[src/rtl/cpu_pkg.sv]
// Shared CPU front-end definitions: fetch FSM encoding and the address/data
// widths common to PC, fetch and decode.
package cpu_pkg;

  localparam int unsigned AW_DEF = 6;
  localparam int unsigned DW_DEF = 8;
  localparam int unsigned CNT_W  = 8;

  localparam logic [1:0] ST_IDLE   = 2'd0;
  localparam logic [1:0] ST_REQ    = 2'd1;
  localparam logic [1:0] ST_HOLD   = 2'd2;
  localparam logic [1:0] ST_SETTLE = 2'd3;

endpackage

[src/rtl/fetch_watchdog.sv]
// Counts cycles spent waiting on instruction memory and flags when the wait
// reaches TIMEOUT cycles.
module fetch_watchdog #(
  parameter int unsigned TIMEOUT = 15
) (
  input  logic clk,
  input  logic rst,
  input  logic clr_i,
  input  logic en_i,
  output logic expire_c_o
);

  localparam int unsigned CW = $clog2(TIMEOUT + 1);

  logic [CW-1:0] cnt_q, cnt_d;

  always_comb begin
    cnt_d = cnt_q;
    if (clr_i) begin
      cnt_d = '0;
    end else if (en_i) begin
      cnt_d = cnt_q + CW'(1);
    end
  end

  always_ff @(posedge clk) begin
    if (rst) begin
      cnt_q <= '0;
    end else begin
      cnt_q <= cnt_d;
    end
  end

  // Fires in the TIMEOUT-th waiting cycle, i.e. as the count reaches TIMEOUT.
  assign expire_c_o = en_i & ~clr_i & (cnt_q == CW'(TIMEOUT - 1));

endmodule

[src/rtl/instr_fetch.sv]
// Instruction fetch stage: reads memory at the PC, captures the word into IR,
// hands it to decode over valid/ready and requests a PC increment per capture.
module instr_fetch
  import cpu_pkg::*;
#(
  parameter int unsigned AW      = AW_DEF,
  parameter int unsigned DW      = DW_DEF,
  parameter int unsigned TIMEOUT = 15
) (
  input  logic             clk,
  input  logic             rst,
  input  logic             en,
  input  logic [AW-1:0]    pc_addr,
  input  logic             flush,
  output logic             ipc,
  output logic             mem_req,
  output logic [AW-1:0]    mem_addr,
  input  logic [DW-1:0]    mem_rdata,
  input  logic             mem_ack,
  output logic [DW-1:0]    ir_out,
  output logic             ir_valid,
  input  logic             ir_ready,
  output logic [CNT_W-1:0] fetch_cnt,
  output logic             err
);

  logic [1:0]       state_q, state_d;
  logic [DW-1:0]    ir_q, ir_d;
  logic             ir_valid_q, ir_valid_d;
  logic             ipc_q, ipc_d;
  logic             mem_req_q, mem_req_d;
  logic [CNT_W-1:0] cnt_q, cnt_d;
  logic             err_q, err_d;
  logic             wd_clr_c, wd_en_c, wd_expire_c;

  // Watchdog only runs while a request is outstanding and not resolved.
  assign wd_en_c  = (state_q == ST_REQ);
  assign wd_clr_c = (state_q != ST_REQ) | flush | mem_ack;

  fetch_watchdog #(
    .TIMEOUT (TIMEOUT)
  ) u_watchdog (
    .clk        (clk),
    .rst        (rst),
    .clr_i      (wd_clr_c),
    .en_i       (wd_en_c),
    .expire_c_o (wd_expire_c)
  );

  always_comb begin
    state_d    = state_q;
    ir_d       = ir_q;
    ir_valid_d = ir_valid_q;
    ipc_d      = 1'b0;
    cnt_d      = cnt_q;
    err_d      = err_q;

    // A flush outranks any same-cycle ack or decode handshake.
    if (flush && (state_q != ST_IDLE)) begin
      ir_valid_d = 1'b0;
      state_d    = ST_SETTLE;
    end else begin
      case (state_q)
        ST_IDLE: begin
          if (en && !err_q) begin
            state_d = ST_REQ;
          end
        end
        ST_REQ: begin
          if (mem_ack) begin
            ir_d       = mem_rdata;
            ir_valid_d = 1'b1;
            ipc_d      = 1'b1;
            state_d    = ST_HOLD;
          end else if (wd_expire_c) begin
            err_d   = 1'b1;
            state_d = ST_IDLE;
          end
        end
        ST_HOLD: begin
          if (ir_valid_q && ir_ready) begin
            ir_valid_d = 1'b0;
            cnt_d      = cnt_q + CNT_W'(1);
            state_d    = en ? ST_REQ : ST_IDLE;
          end
        end
        ST_SETTLE: begin
          state_d = en ? ST_REQ : ST_IDLE;
        end
        default: begin
          state_d = ST_IDLE;
        end
      endcase
    end

    mem_req_d = (state_d == ST_REQ);
  end

  always_ff @(posedge clk) begin
    if (rst) begin
      state_q    <= ST_IDLE;
      ir_q       <= '0;
      ir_valid_q <= 1'b0;
      ipc_q      <= 1'b0;
      mem_req_q  <= 1'b0;
      cnt_q      <= '0;
      err_q      <= 1'b0;
    end else begin
      state_q    <= state_d;
      ir_q       <= ir_d;
      ir_valid_q <= ir_valid_d;
      ipc_q      <= ipc_d;
      mem_req_q  <= mem_req_d;
      cnt_q      <= cnt_d;
      err_q      <= err_d;
    end
  end

  // Address follows the live PC so a REQ entered right after an increment
  // presents the updated value.
  assign mem_addr  = mem_req_q ? pc_addr : '0;
  assign mem_req   = mem_req_q;
  assign ipc       = ipc_q;
  assign ir_out    = ir_q;
  assign ir_valid  = ir_valid_q;
  assign fetch_cnt = cnt_q;
  assign err       = err_q;

endmodule

[config.mk]
export PLATFORM = sky130hd
export DESIGN_NAME = instr_fetch
export DESIGN_NICKNAME = d
export VERILOG_FILES = /design/src/rtl/cpu_pkg.sv /design/src/rtl/fetch_watchdog.sv /design/src/rtl/instr_fetch.sv
export SDC_FILE = /design/constraint.sdc
export NUM_CORES = 1
export LEC_CHECK = 0
export ABC_AREA = 1
export CELL_PAD_IN_SITES_DETAIL_PLACEMENT = 0
export CELL_PAD_IN_SITES_GLOBAL_PLACEMENT = 1
export CORE_MARGIN = 2
export CORE_UTILIZATION = 29
export CTS_CLUSTER_SIZE = 40
export DETAILED_ROUTE_END_ITERATION = 7
export GPL_ROUTABILITY_DRIVEN = 0
export HOLD_SLACK_MARGIN = 0.1
export PLACE_DENSITY_LB_ADDON = 0.3
export SLEW_MARGIN = 25
export SYNTH_ARGS = -nofsm -noshare
export SYNTH_HDL_FRONTEND = slang
export SYNTH_SLANG_ARGS = --single-unit
[constraint.sdc]
create_clock -name clk -period 1.5 [get_ports clk]
set_input_delay 0.375 -clock clk [delete_from_list [all_inputs] [get_ports clk]]
set_output_delay 0.375 -clock clk [all_outputs]
set_load 0.01 [all_outputs]
==> metrics.yaml <==
netlist_area_mm2: 0.00123
worstMarginPinSlew_ns: 0.246
mostFrequentLayoutCell: "nand2_1"
core_area_mm2: 0.00403
vias: 1251
clockBufferDepth: 2
fin_skew_ns: 0.00386
fp.dieW_um: 69.0
wl_mm: 2.97
p_leak_nw: 0.917
p_per_area_mw_per_mm2: 776
synth_edf_count: 0
rsz0062_at_grt: "false"
cp-end-kind: "primary output"
grt_pass1_wl_mm: 5.19
start_util_pct: 30.4
crit_fanout: 1
ios: 46
hold_path.class: "register to register"
cp.arrival_ns: 1.05
syn2layout_area_growth_pct: 51.6
setup_tns_ns: 0
ys_seq_area_share_pct: 42.4
synthArstFlopShare_pct: 0
antenna_found_initial: 0
required_ns: 1.12
total_power_w: 0.00144
cp-start-kind: "input port"
cts_root_buf: "clkbuf_8"
postCtsSetupBuffers: 0
drive_above_1_share_pct: 14.7
final_cell_mix: "nand2_1 (48), nor2_1 (32), dfxtp_1 (25)"
place_inst: 284
num_antenna_cells: 0
clock_sinks: 26
crit_type: "input port to primary output"
cts_max_level: 1
dieArea_mm2: 0.00476
holdWs_ns: 0.499
period_share_pct: 95.1
synth_cells: 177
max_freq_ghz: 0.701
avgRoutedWirePerCell_um: 10.3
synth_area_per_cell_um2: 6.93
cts_tree: "done"
track_usage_pct: 12.9
cts-buffers-inserted: 3
hold_viol_final: 0
clk_latency_ns: 0.27
cts_hold_buf: 0
ys_seq_elements: 26
outcome: "finished, final reports clean"
synth_nets: 200
maxCapViolations: 0
nets: 262
numPortBuffers: 45
setup_viol: 0
layout_min_cycle_time_ns: 1.43
via_per_inst: 4.34
yosysWarnings: 0
drtPass1Iterations: 4
die_height_um: 69.0
synthDistinctLibCells: 24
drv_slew: 0
fin_cells: 288
place_hpwl_mm: 2.31
drtIter0Drc: 44
slew_headroom_pct: 83.5
antenna_left: 0
final_core_util_pct: 46.1
synth_ff_type: "dfxtp_1"
first_global_vias: 1165
grt_overflow: 0
drc: 0
grt_max_degree: 15
reg2reg_slack_ns: 0.26
peakVddDrop_uv: 322
rows: 23
path_clk_slew_ns: 0.09
-- power by group --
part,switching [W],total [W],internal [W]
sequential,0.0000234,0.000740,0.000717
combinational,0.000124,0.000246,0.000123
clock,0.000222,0.000456,0.000235
-- layout make-up --
type | count | area, µm²
flip-flops and latches | 26 | 522
repair buffers | 59 | 526
fillers | 444 | 2170
multi-input cells | 127 | 609
inverters | 22 | 85.1
clock buffers | 4 | 55.1
well taps | 50 | 62.6
-- sequential cells by signal (all words and copies together) (netlist names) --
name / flops
err: 1
fetch_cnt: 8
ipc: 1
ir_out: 8
ir_valid: 1
mem_req: 1
state_q: 2
u_watchdog.cnt_q: 4
-- critical path, cell delays in order --
cell             delay [ns]
clkdlybuf4s50_1        0.46
nand2_1                0.05
inv_1                  0.05
buf_2                  0.12
-- per-stage QoR --
step / worst slack [ns] / cell area, µm²
floorplan: 0.350 / 1230
global placement: -0.342 / 1860
detailed placement: -0.349 / 1860
CTS: 0.0649 / 1860
global route: 0.0212 / 1860
finish: 0.0731 / 1860
-- cells in the mapped netlist (2+ instances only) --
library cell	n	area share (%)
nand2_1	48	15
nor2_1	32	9.8
dfxtp_1	26	42
inv_1	18	5.5
nand3_1	10	4.1
a21oi_1	9	3.7
o21ai_1	7	2.9
o21ai_0	6	2.4
ha_1	3	3.1
inv_2	3	0.92
xnor2_1	2	1.4
-- metal layers --
metal | up-vias | track usage (%) | share of wire (%)
met5 | - | 0 | 0
met4 | 0 | 3.92 | 0.81
met3 | 2 | 3.07 | 7.3
met2 | 43 | 21.3 | 42
met1 | 536 | 16.7 | 50
li1 | 670 | - | -
-- path summary, 6_finish.rpt --
check | cells past startpoint | startpoint | endpoint
worst max-delay path | 4 | pc_addr[5] | mem_addr[5]
worst min-delay path | 2 | fetch_cnt[7] | fetch_cnt[7]
worst max register to register | 7 | state_q[0] | ir_out[3]
worst min register to register | 2 | fetch_cnt[7] | fetch_cnt[7]
-- cell families after synthesis --
kind of cell / count (synthesis) / share of synthesized area, %
AO/OA/AOI/OAI: 24 / 10.3
XOR/XNOR: 3 / 2.14
adder cells (fa/ha/maj): 3 / 3.06
buffers and inverters: 24 / 7.86
flip-flops: 26 / 42.4
AND/OR/NAND/NOR: 97 / 34.2
-- what timing repair did --
item | CTS | global route
hold endpoints to repair | 0 | 0
resized for setup | 45 | 0
endpoints found under the setup margin | 26 | 0
Power figures use the tool's default switching activity.
